==> config.mk <==
export PLATFORM = sky130hd
export DESIGN_NAME = link_burst_master
export DESIGN_NICKNAME = d
export VERILOG_FILES = /design/src/rtl/link_burst_master_pkg.sv /design/src/rtl/link_burst_master_timeout_ctr.sv /design/src/rtl/link_burst_master.sv
export SDC_FILE = /design/constraint.sdc
export NUM_CORES = 1
export LEC_CHECK = 0
export CELL_PAD_IN_SITES_DETAIL_PLACEMENT = 0
export CELL_PAD_IN_SITES_GLOBAL_PLACEMENT = 1
export CORE_UTILIZATION = 40
export CTS_BUF_LIST = sky130_fd_sc_hd__clkbuf_16
export CTS_CLUSTER_SIZE = 40
export DETAILED_ROUTE_END_ITERATION = 16
export GPL_TIMING_DRIVEN = 0
export HOLD_SLACK_MARGIN = 0.06
export PLACE_DENSITY_LB_ADDON = 0.2
export SYNTH_ARGS = -nofsm -noshare
export SYNTH_HDL_FRONTEND = slang
export SYNTH_SLANG_ARGS = --single-unit
==> constraint.sdc <==
create_clock -name clk_i -period 4.1 [get_ports clk_i]
set_input_delay 0.82 -clock clk_i [delete_from_list [all_inputs] [get_ports clk_i]]
set_output_delay 0.82 -clock clk_i [all_outputs]
set_load 0.05 [all_outputs]
==> src/rtl/link_burst_master_pkg.sv <==
// Shared types and default parameters for the burst link master.
package link_burst_master_pkg;

  localparam int unsigned DataWDef    = 8;
  localparam int unsigned BurstLenDef = 4;
  localparam int unsigned TimeoutDef  = 16;

  typedef enum logic [2:0] {
    StIdle  = 3'd0,
    StFetch = 3'd1,
    StReq   = 3'd2,
    StDrop  = 3'd3,
    StDone  = 3'd4,
    StErr   = 3'd5
  } state_e;

  // A burst is in flight from the first fetch up to and including the done cycle.
  function automatic logic state_is_busy(input state_e s);
    return (s == StFetch) || (s == StReq) || (s == StDrop) || (s == StDone);
  endfunction

endpackage

==> src/rtl/link_burst_master_timeout_ctr.sv <==
// Wait-cycle counter for one handshake phase; flags expiry on the last allowed cycle.
module link_burst_master_timeout_ctr #(
  parameter int unsigned TIMEOUT = 16
) (
  input  logic clk_i,
  input  logic rst_ni,
  input  logic clr_i,
  input  logic en_i,
  output logic expired_o
);

  localparam int unsigned CntW = $clog2(TIMEOUT);
  localparam logic [CntW-1:0] MaxVal = CntW'(TIMEOUT - 1);
  // The count reaches TIMEOUT-1 at the end of the cycle whose current value is TIMEOUT-2.
  localparam logic [CntW-1:0] ExpVal = CntW'(TIMEOUT - 2);

  logic [CntW-1:0] cnt_q, cnt_d;

  // Clear wins over count; saturate so a stalled FSM cannot wrap back to zero.
  always_comb begin
    cnt_d = cnt_q;
    if (clr_i) begin
      cnt_d = '0;
    end else if (en_i && (cnt_q != MaxVal)) begin
      cnt_d = cnt_q + CntW'(1);
    end
  end

  // Counter register.
  always_ff @(posedge clk_i or negedge rst_ni) begin
    if (!rst_ni) begin
      cnt_q <= '0;
    end else begin
      cnt_q <= cnt_d;
    end
  end

  assign expired_o = en_i && (cnt_q == ExpVal);

endmodule

==> src/rtl/link_burst_master.sv <==
// Burst master: fetches BURST_LEN words from a valid/ready source and sends each
// over a 4-phase req/ack link, with per-phase ack timeout and a sticky error.
module link_burst_master
  import link_burst_master_pkg::*;
#(
  parameter int unsigned DATA_W    = DataWDef,
  parameter int unsigned BURST_LEN = BurstLenDef,
  parameter int unsigned TIMEOUT   = TimeoutDef,
  localparam int unsigned CntW     = $clog2(BURST_LEN + 1)
) (
  input  logic              clk_i,
  input  logic              rst_ni,
  input  logic              start_i,
  input  logic [DATA_W-1:0] src_data_i,
  input  logic              src_valid_i,
  output logic              src_ready_o,
  output logic              req_o,
  input  logic              ack_i,
  output logic [DATA_W-1:0] data_o,
  output logic              busy_o,
  output logic [CntW-1:0]   word_cnt_o,
  output logic              done_o,
  output logic              err_o
);

  localparam logic [CntW-1:0] LastIdx = CntW'(BURST_LEN - 1);

  state_e            state_q, state_d;
  logic              req_q, req_d;
  logic              done_q, done_d;
  logic              err_q, err_d;
  logic [DATA_W-1:0] data_q, data_d;
  logic [CntW-1:0]   wc_q, wc_d;
  logic              tmo_clr, tmo_en, tmo_expired;

  link_burst_master_timeout_ctr #(
    .TIMEOUT (TIMEOUT)
  ) u_timeout_ctr (
    .clk_i     (clk_i),
    .rst_ni    (rst_ni),
    .clr_i     (tmo_clr),
    .en_i      (tmo_en),
    .expired_o (tmo_expired)
  );

  // Next-state, capture and bookkeeping for the burst FSM.
  always_comb begin
    state_d = state_q;
    data_d  = data_q;
    wc_d    = wc_q;
    err_d   = err_q;
    tmo_clr = 1'b0;
    tmo_en  = 1'b0;
    unique case (state_q)
      StIdle, StErr: begin
        if (start_i) begin
          state_d = StFetch;
          wc_d    = '0;
          err_d   = 1'b0;
        end
      end
      StFetch: begin
        if (src_valid_i) begin
          data_d  = src_data_i;
          state_d = StReq;
          tmo_clr = 1'b1;
        end
      end
      StReq: begin
        tmo_en = 1'b1;
        // An ack in the expiry cycle still counts as success.
        if (ack_i) begin
          state_d = StDrop;
          tmo_clr = 1'b1;
        end else if (tmo_expired) begin
          state_d = StErr;
          err_d   = 1'b1;
        end
      end
      StDrop: begin
        tmo_en = 1'b1;
        if (!ack_i) begin
          wc_d    = wc_q + CntW'(1);
          state_d = (wc_q == LastIdx) ? StDone : StFetch;
        end else if (tmo_expired) begin
          state_d = StErr;
          err_d   = 1'b1;
        end
      end
      StDone: begin
        state_d = StIdle;
      end
      default: begin
        state_d = StIdle;
      end
    endcase
    // req and done are registered copies of the state being entered.
    req_d  = (state_d == StReq);
    done_d = (state_d == StDone);
  end

  // State and output registers; reset drops req at once and reports nothing.
  always_ff @(posedge clk_i or negedge rst_ni) begin
    if (!rst_ni) begin
      state_q <= StIdle;
      req_q   <= 1'b0;
      done_q  <= 1'b0;
      err_q   <= 1'b0;
      data_q  <= '0;
      wc_q    <= '0;
    end else begin
      state_q <= state_d;
      req_q   <= req_d;
      done_q  <= done_d;
      err_q   <= err_d;
      data_q  <= data_d;
      wc_q    <= wc_d;
    end
  end

  assign src_ready_o = (state_q == StFetch);
  assign req_o       = req_q;
  assign data_o      = data_q;
  assign busy_o      = state_is_busy(state_q);
  assign word_cnt_o  = wc_q;
  assign done_o      = done_q;
  assign err_o       = err_q;

endmodule

---- After elaboration in Yosys (flattened, before gate mapping) ----
Cells that the tools add are included.
cells by class
  eq/ne operators ......................... 14
  muxes and demuxes ....................... 21
  reductions and logical operators ........ 14
  $add $sub $neg .......................... 2
operators with widths
  operator               number
  $mux W3                8
  $eq A3 B2 Y1 const B   4
  $pmux W3 S4            1
  $eq A3 B3 Y1 const B   3
  $mux W4                2
  $ne A2 B2 Y1 const B   4
  $mux W1                7
  $pmux W3 S2            1
  $add A4 B1 Y4 const B  1
  $eq A4 B4 Y1 const B   1
  $ne A4 B4 Y1 const B   1
  $reduce_and A4 Y1      1
  $reduce_bool A2 Y1     2
  $reduce_or A2 Y1       2
  $add A3 B1 Y3 const B  1
  $eq A3 B1 Y1 const B   1
  $logic_not A3 Y1       1
  $logic_or A1 B1 Y1     3
  $pmux W1 S3            1
  $reduce_and A3 Y1      1
  $reduce_bool A3 Y1     1
  $logic_and A1 B1 Y1    2
  $pmux W1 S2            1
  $reduce_and A2 Y1      1
storage, ports and cells
  word-level logic and storage cells ...... 58
  flip-flop bits (word level) ............. 21

---- Logic depth before layout (Yosys ltp) ----
Gate-level depths: netlist of the first run.
  word-level depth ........................ 8
  mapped depth ............................ 5

---- Hierarchy ----
Synthesis of the first run repeated with hierarchy kept, for this count alone.
second synthesis, totals
  cells, all modules ...................... 101
  area, all modules ....................... 1151.1 sq um
by module, submodules not included
  module                         area each (sq um)  cells each  times used
  link_burst_master              890.9              78          1
  link_burst_master_timeout_ctr  260.2              23          1

---- Worst setup path after synthesis of the first run ----
OpenSTA, ideal clock, no wires.
  kind .................................... flip-flop to output port
  start ................................... register state_q[0]
  end ..................................... output port src_ready_o
  path slack .............................. 1445 ps
  required time ........................... 3280 ps
  data arrival time ....................... 1835 ps
  cell stages (with the launch flop) ...... 4
  cells stage by stage .................... dfrtp_1 -> buf_2 -> buf_2 -> nor3b_1
between the ends
  longest elaborated chain between the ends .. 1
RTL lines
  what                    line                      text
  from (decl)             link_burst_master.sv:28   state_e state_q, state_d;
  from (signal assigned)  link_burst_master.sv:105  state_q <= StIdle;
  from (signal assigned)  link_burst_master.sv:112  state_q <= state_d;
  $eq A3 B1 Y1            link_burst_master.sv:121  assign src_ready_o = (state_q == StFetch);
  to (decl)               link_burst_master.sv:16   output logic src_ready_o,
No other way between the ends.

---- Worst setup path after layout of the first run ----
  start ................................... register state_q[0]
  end ..................................... output port busy_o
between the ends
  longest elaborated chain between the ends .. 4
  elaborated cells between the ends (all ways) .. 7
  classes of those cells .................. eq/ne: 4; reduce/logical: 3
RTL lines
  what                                          line                         text
  $eq A3 B1 Y1 or $eq A3 B2 Y1 (tied branches)  link_burst_master_pkg.sv:19  return (s == StFetch) || (s == StReq) || (s == StDrop) || (s == StDone);
  $logic_or A1 B1 Y1 (2 in series)              link_burst_master_pkg.sv:19
  $logic_or A1 B1 Y1 *                          link_burst_master_pkg.sv:19
  to (decl)                                     link_burst_master.sv:20      output logic busy_o,
Mark *: on every way between the ends. The rest lies on a longest branch, timed or not.

==> results of run 1 <==
==> metal layers <==
metal  global-route usage [%]  vias up  wire length [um]
met5                        0        -                 0
met4                     3.21        0                 0
met3                     4.68        0                95
met2                     27.5       18              1170
met1                     20.7      431              1090
li1                         -      441                 -
==> registers in the layout, indices dropped and copies added, names as in the netlist <==
name,cells
data_o,8
u_timeout_ctr.cnt_q,4
state_q,3
word_cnt_o,3
done_o,1
err_o,1
req_o,1
==> cell usage in the layout, fill, tap and decap left out, types with 2 or more instances in the layout <==
master / netlist / final
nor2b_1: 2 / 2
clkbuf_16: 0 / 3
nand3_1: 3 / 3
a21oi_1: 6 / 6
nand2_1: 6 / 6
nand4b_1: 2 / 2
clkdlybuf4s50_1: 0 / 27
a21oi_2: 2 / 2
buf_2: 4 / 4
dfrtp_1: 21 / 21
and4bb_2: 2 / 2
o22ai_1: 3 / 3
nand2b_1: 2 / 2
a311oi_1: 2 / 2
mux2_2: 8 / 8
nor2_1: 4 / 4
ha_1: 4 / 4
a21o_1: 2 / 2
inv_1: 5 / 5
nand3b_1: 2 / 2
and2_1: 2 / 2
==> final cells by class <==
cell class	count	area (sq um)	share of cell area, %
inverter	5	18.8	1.22
clock buffer	3	75.1	4.89
multi-input combinational	71	558	36.3
timing repair buffer	27	270	17.6
buffer	7	42.5	2.77
clock inverter	1	7.51	0.489
tap	31	38.8	2.52
sequential	21	526	34.2
==> worst max-delay path, cell delays in order, from the launching register on <==
cell	delay [ps]
dfrtp_1	370
buf_2	170
buf_2	190
nor2_1	140
xnor2_1	120
clkdlybuf4s50_1	810
==> cell families after synthesis <==
| kind of cell | synth area share [%] |
|---|---|
| xor gates and xnor gates | 0.765 |
| and+or+nand+nor | 17.5 |
| AOI/OAI and AO/OA | 17.4 |
| buffers and inverters | 5.36 |
| muxes | 8.74 |
| DFF | 45.9 |
| adders and majority gates | 4.37 |
==> power groups by stage <==
stage	registers, W	logic [W]	clock network [W]
6_report	0.000354	0.000755	0.000209
5_1_grt	0.000364	0.000807	0.000222
4_1_cts	0.000355	0.000763	0.000214
3_5_place_dp	0.000358	0.000759	0
3_3_place_gp	0.000354	0.000748	0
2_1_floorplan	0.000555	0.000339	0
==> synthesized netlist by cell type, types with 2 or more instances <==
| library cell | n |
|---|---|
| nand2b_1 | 2 |
| mux2_2 | 8 |
| nor2_1 | 4 |
| a21o_1 | 2 |
| and4bb_2 | 2 |
| nand3b_1 | 2 |
| dfrtp_1 | 21 |
| nand2_1 | 6 |
| inv_1 | 5 |
| and2_1 | 2 |
| a21oi_1 | 6 |
| nand3_1 | 3 |
| a21oi_2 | 2 |
| o22ai_1 | 3 |
| a311oi_1 | 2 |
| ha_1 | 4 |
| nand4b_1 | 2 |
| nor2b_1 | 2 |
| buf_2 | 4 |
==> stage by stage <==
step	cells	power (W)	utilization (%)	area (sq um)
after floorplan	104	0.000894	-	1140
after global placement	162	0.00110	53.2	1450
after detailed placement	162	0.00112	53.2	1450
after CTS	166	0.00133	56.2	1540
after global routing	166	0.00139	56.2	1540
final	166	0.00132	56.2	1540
==> worst paths after layout <==
kind / slack [ps] / end
hold / removal: 500 / data_o[0]$_DFFE_PN0P_
min in group asynchronous: 1090 / word_cnt_o[0]$_DFFE_PN0P_
setup / recovery: 1210 / busy_o
hold reg to reg: 500 / data_o[0]$_DFFE_PN0P_
setup reg to reg: 2630 / data_o[6]$_DFFE_PN0P_
max in group asynchronous: 2440 / u_timeout_ctr.cnt_q[2]$_DFFE_PN0P_
==> results by group, run 1 <==
Detailed routing
  • Vias: 890
  • DRC: 0
  • Initial DRC count: 17
  • Routed vias/inst: 5.36
  • Routed WL: 2350 um
  • 1st-pass router iterations: 4
  • Routed length per instance: 14.2 um
  • Antenna viol nets, final: 0

Pwr
  • Sequential share of power: 26.9%
  • Maximum vdd drop: 0.684 mV
  • Switching Share: 45.3%
  • Int Pwr: 0.000721 W
  • Leakage Power: 0.636 nW
  • Logic pwr share: 57.3%
  • Sw power: 0.000597 W
  • Clock Power Share: around 16%
  • PD cells: 858 mW/mm^2

Synth
  • Post-synth EDFFs: 0
  • Main synth FF type: dfrtp_1
  • Synth Instances: 104
  • Sequential area share after synthesis: 45.9%
  • Syn_area_per_cell: 11.0 sq um
  • Synth unique cells: between 40 and 50
  • Yosys top cell by area: dfrtp_1
  • Mapped Area: 0.00114 sq mm
  • FF+latch count, synth: 21
  • Synth Net Count: 121
  • Ranking of synthesized cells by area: dfrtp_1, mux2_2, ha_1
  • Synth top area share: a little under half
  • Async SR Flop Fraction: 100%
  • YS warnings: 0

CTS
  • Clock Sinks: 21
  • H-tree depth: 1
  • Post-CTS Resized: 0
  • Clock Root Buffer: clkbuf_16
  • Clk buf depth: 2
  • Hold buffer count at cts: 0
  • CTS Buf Count: 3
  • Worst-path clk slew: 60 ps
  • Post-CTS setup buffer count: 0
  • CTS tree: done
  • Later-pin clock latency in the skew report: 250 ps

Run status
  • Status: finished, final reports clean

Finish
  • Layout net count: 153
  • Area growth syn-to-layout: 34.2%
  • Ant diodes: 0
  • Fill count: 251
  • Share of cells above drive strength 1: 19.3%

Global routing
  • Grt ovf: 0
  • Global-route wire length before repair: 3970 um
  • Total GRT Usage: 16.2%
  • Initial antenna violation count: 0
  • Vias in the first global route: 879
  • Largest net degree at the start of global routing: 22

Worst setup path
  • Critical path launch point: state_q[0]$_DFF_PN0_
  • Critical path capture point type: primary output
  • Reg2reg start: state_q[2]$_DFF_PN0_
  • Register-to-Register Path Depth: 3
  • Critical path arrival: about 2100 ps
  • Crit Path Category: register to primary output
  • Crit Path Max Fanout: 10
  • Worst EP required: 3280 ps
  • Crit path launch type: register

Floorplan
  • Initial core utilization: 41.9%
  • Die area: 0.00308 sq mm
  • Chip Height: about 56 um
  • Core Region: 0.00273 sq mm
  • Row cnt: 19
  • Top Ports: 29
  • Chip Width: 55.5 um

Timing
  • Worst hold margin: 503 ps
  • Worst Clk Skew: 1.16 ps
  • Tmin final: roughly 2900 ps
  • Final hold violation count: 0
  • Max-slew headroom: 37.6%
  • Final setup fails: 0
  • Worst Slack Setup Final: 1210 ps
  • Slew @ Worst Pin: 933 ps
  • Setup TNS: 0 ps
  • F_max: roughly 350 MHz
  • Fin crit share: roughly 70%
  • Pins over their slew limit: 0
  • RSZ-0062 raised after global routing: no

Hold path
  • HP Class: register to register
  • Hold Path Depth: 1
  • HP Start: data_o[0]$_DFFE_PN0P_

Place
  • Post-DP HPWL: 1740 um
  • Port bufs: 27
  • Pre-CTS setup slack: 1470 ps
  • Final GP Congestion: 0.751

Job
  • Max-Cap Viols: 0
No activity file was read; power rests on OpenSTA's default activity.
==> run 2, diff against run 1 <==
--- a/config.mk
+++ b/config.mk
@@ -7,7 +7,7 @@
 export LEC_CHECK = 0
 export CELL_PAD_IN_SITES_DETAIL_PLACEMENT = 0
 export CELL_PAD_IN_SITES_GLOBAL_PLACEMENT = 1
-export CORE_UTILIZATION = 40
+export CORE_UTILIZATION = 37
 export CTS_BUF_LIST = sky130_fd_sc_hd__clkbuf_16
 export CTS_CLUSTER_SIZE = 40
 export DETAILED_ROUTE_END_ITERATION = 16
==> constraint.sdc (replaced) <==
create_clock -name clk_i -period 2.8 [get_ports clk_i]
set_input_delay 0.56 -clock clk_i [delete_from_list [all_inputs] [get_ports clk_i]]
set_output_delay 0.56 -clock clk_i [all_outputs]
set_load 0.05 [all_outputs]
==> run 2 against run 1 <==
  * The run now ends with DRC left
  * Highest routed layer is now met4
  * Sequential cell count is the same
  * Critical path depth is the same
  * Power grew 46%
  * Sequential share of layout area grew 0.056 points
  * Design area shrank 0.16%
  * Worst hold slack gained 2.4 ps
  * Clock power grew 43%
  * Clock skew is essentially flat
  * Final cell count is the same
  * Setup slack lost 1000 ps
  * Utilization shrank 2.4 points
  * Wire length grew 3.3%
==> results by group, run 2 (same netlist as run 1, synthesis figures left out) <==
Finish
  • Finished Layout Cells: between 150 and 200
  • Share of cells above drive strength 1: between 10% and 20%
  • Commonest non-fill, non-tap cells in the layout: clkdlybuf4s50_1, dfrtp_1, mux2_2
  • Commonest non-fill, non-tap cell in the layout: clkdlybuf4s50_1
  • Max reg flops: 8
  • Fill count: 255
  • Layout net count: 153
  • Register Area: 526 sq um
  • Area growth syn-to-layout: 34.0%
  • Multi-input logic area: 558 sq um
  • Ant diodes: 0

Place
  • Port bufs: 27
  • Final GP Congestion: between 0.7 and 0.8
  • Post-DP HPWL: approximately 1800 um
  • Placed cells: approximately 160
  • Pre-CTS setup slack: 450 ps

Timing
  • Tmin final: 2620 ps
  • Max-slew headroom: 36.1%
  • RSZ-0062 raised after global routing: no
  • Final hold violation count: 0
  • F_max: approximately 380 MHz
  • Setup TNS: 0 ps
  • Pins over their slew limit: 0
  • Slew @ Worst Pin: roughly 950 ps
  • Final setup fails: 0
  • Worst Clk Skew: 1.48 ps
  • Worst Slack Setup Final: 184 ps
  • Fin crit share: 93.4%

CTS
  • Post-CTS setup buffer count: 0
  • Worst-path clk slew: approximately 60 ps
  • CTS tree: done
  • Clk buf depth: 2
  • Post-CTS Resized: 0
  • H-tree depth: 1
  • Clock Root Buffer: clkbuf_16
  • Hold buffer count at cts: 0
  • Clock Sinks: 21
  • CTS Buf Count: 3
  • Later-pin clock latency in the skew report: around 250 ps

Global routing
  • Largest net degree at the start of global routing: 22
  • Initial antenna violation count: 0
  • Vias in the first global route: 928
  • Grt ovf: 0
  • Total GRT Usage: 16.3%
  • Global-route wire length before repair: 4210 um

Run status
  • Failing checks: DRC
  • Status: finished, violations left

Pwr
  • Maximum vdd drop: between 0.6 and 0.7 mV
  • PD cells: 1260 mW/mm^2
  • Leakage Power: 0.640 nW

Worst setup path
  • Slowest CP cell: clkdlybuf4s50_1
  • Crit path top cell by count: buf_2
  • Worst EP required: between 2000 and 2500 ps
  • Worst path max stage delay: 810 ps
  • Crit Path Category: register to primary output
  • Critical path capture point type: primary output
  • Crit Path Max Fanout: 10
  • Worst path cell trace: buf_2 -> buf_2 -> nor2_1 -> xnor2_1 -> clkdlybuf4s50_1
  • Crit path launch type: register
  • Critical path arrival: 2060 ps

Detailed routing
  • Antenna viol nets, final: 0
  • Routed vias/inst: 5.55
  • DRC: 1
  • Initial DRC count: 42
  • Routed length per instance: 14.6 um
  • Routed WL: 2430 um
  • 1st-pass router iterations: 10
  • Vias: 922

Floorplan
  • Chip Width: between 50 and 60 um
  • Initial core utilization: 40.1%
  • Core Region: 0.00285 sq mm
  • Die area: between 0.003 and 0.004 sq mm
  • Row cnt: 19
  • Chip Height: 57.6 um
  • Top Ports: 29

Job
  • Max-Cap Viols: 0

Hold path
  • HP Class: register to register
[run 2: changes by cell type in the layout (fill, tap and decap cells not counted), sizes merged]
cell / change
clkinvlp: -1
clkinv: +1
[run 2: power by group]
group / total (W) / leakage (nW) / internal [W] / switching [W]
sequential: 0.000520 / 0.264 / 0.000431 / 0.0000892
combinational: 0.00111 / 0.335 / 0.000431 / 0.000676
clock: 0.000299 / 0.0409 / 0.000192 / 0.000108
total: 0.00193 / 0.640 / 0.00105 / 0.000872
[run 2: cell type report]
type | count | share of cell area [%]
Tap cell | 31 | 2.53
Inverter | 5 | 1.22
Timing Repair Buffer | 27 | 17.6
Clock inverter | 1 | 0.326
Clock buffer | 3 | 4.89
Sequential cell | 21 | 34.3
Multi-Input combinational cell | 71 | 36.4
Buffer | 7 | 2.77
[run 2: per-layer routing]
metal  up-vias  global-route usage, %  routed length, um
met1       458                   20.2               1130
met4         0                   5.23                 14
met2        18                   29.2               1200
met3         2                   2.01                 81
li1        444                      -                  -
met5         -                      0                  0
[run 2: final timing paths]
| kind | startpoint | to | slack (ps) | cells after the start |
|---|---|---|---|---|
| max | state_q[0]$_DFF_PN0_ | busy_o | 180 | 5 |
| min | data_o[0]$_DFFE_PN0P_ | data_o[0]$_DFFE_PN0P_ | 510 | 1 |
| max reg2reg | state_q[2]$_DFF_PN0_ | data_o[7]$_DFFE_PN0P_ | 1290 | 3 |
| min reg2reg | data_o[0]$_DFFE_PN0P_ | data_o[0]$_DFFE_PN0P_ | 510 | 1 |
| max in group asynchronous | rst_ni | state_q[2]$_DFF_PN0_ | 1380 | 1 |
| min in group asynchronous | rst_ni | data_o[5]$_DFFE_PN0P_ | 840 | 1 |
[run 2: through the flow]
step           cell area [sq um]  total power (W)  util, %  hold WS [ps]
5_1_grt                     1530          0.00204     53.8           524
3_3_place_gp                1450          0.00162     51.0           490
4_1_cts                     1530          0.00194     53.8           515
3_5_place_dp                1450          0.00163     51.0           499
6_report                    1530          0.00193     53.8           506
2_1_floorplan               1140          0.00131        -           264
[run 2: critical path, delay by kind of cell, from the launching register on]
kind / cells / cell delay (ps)
flip-flops: 1 / 360
buffers and inverters: 3 / 1180
AND/OR/NAND/NOR: 1 / 140
XOR/XNOR: 1 / 120
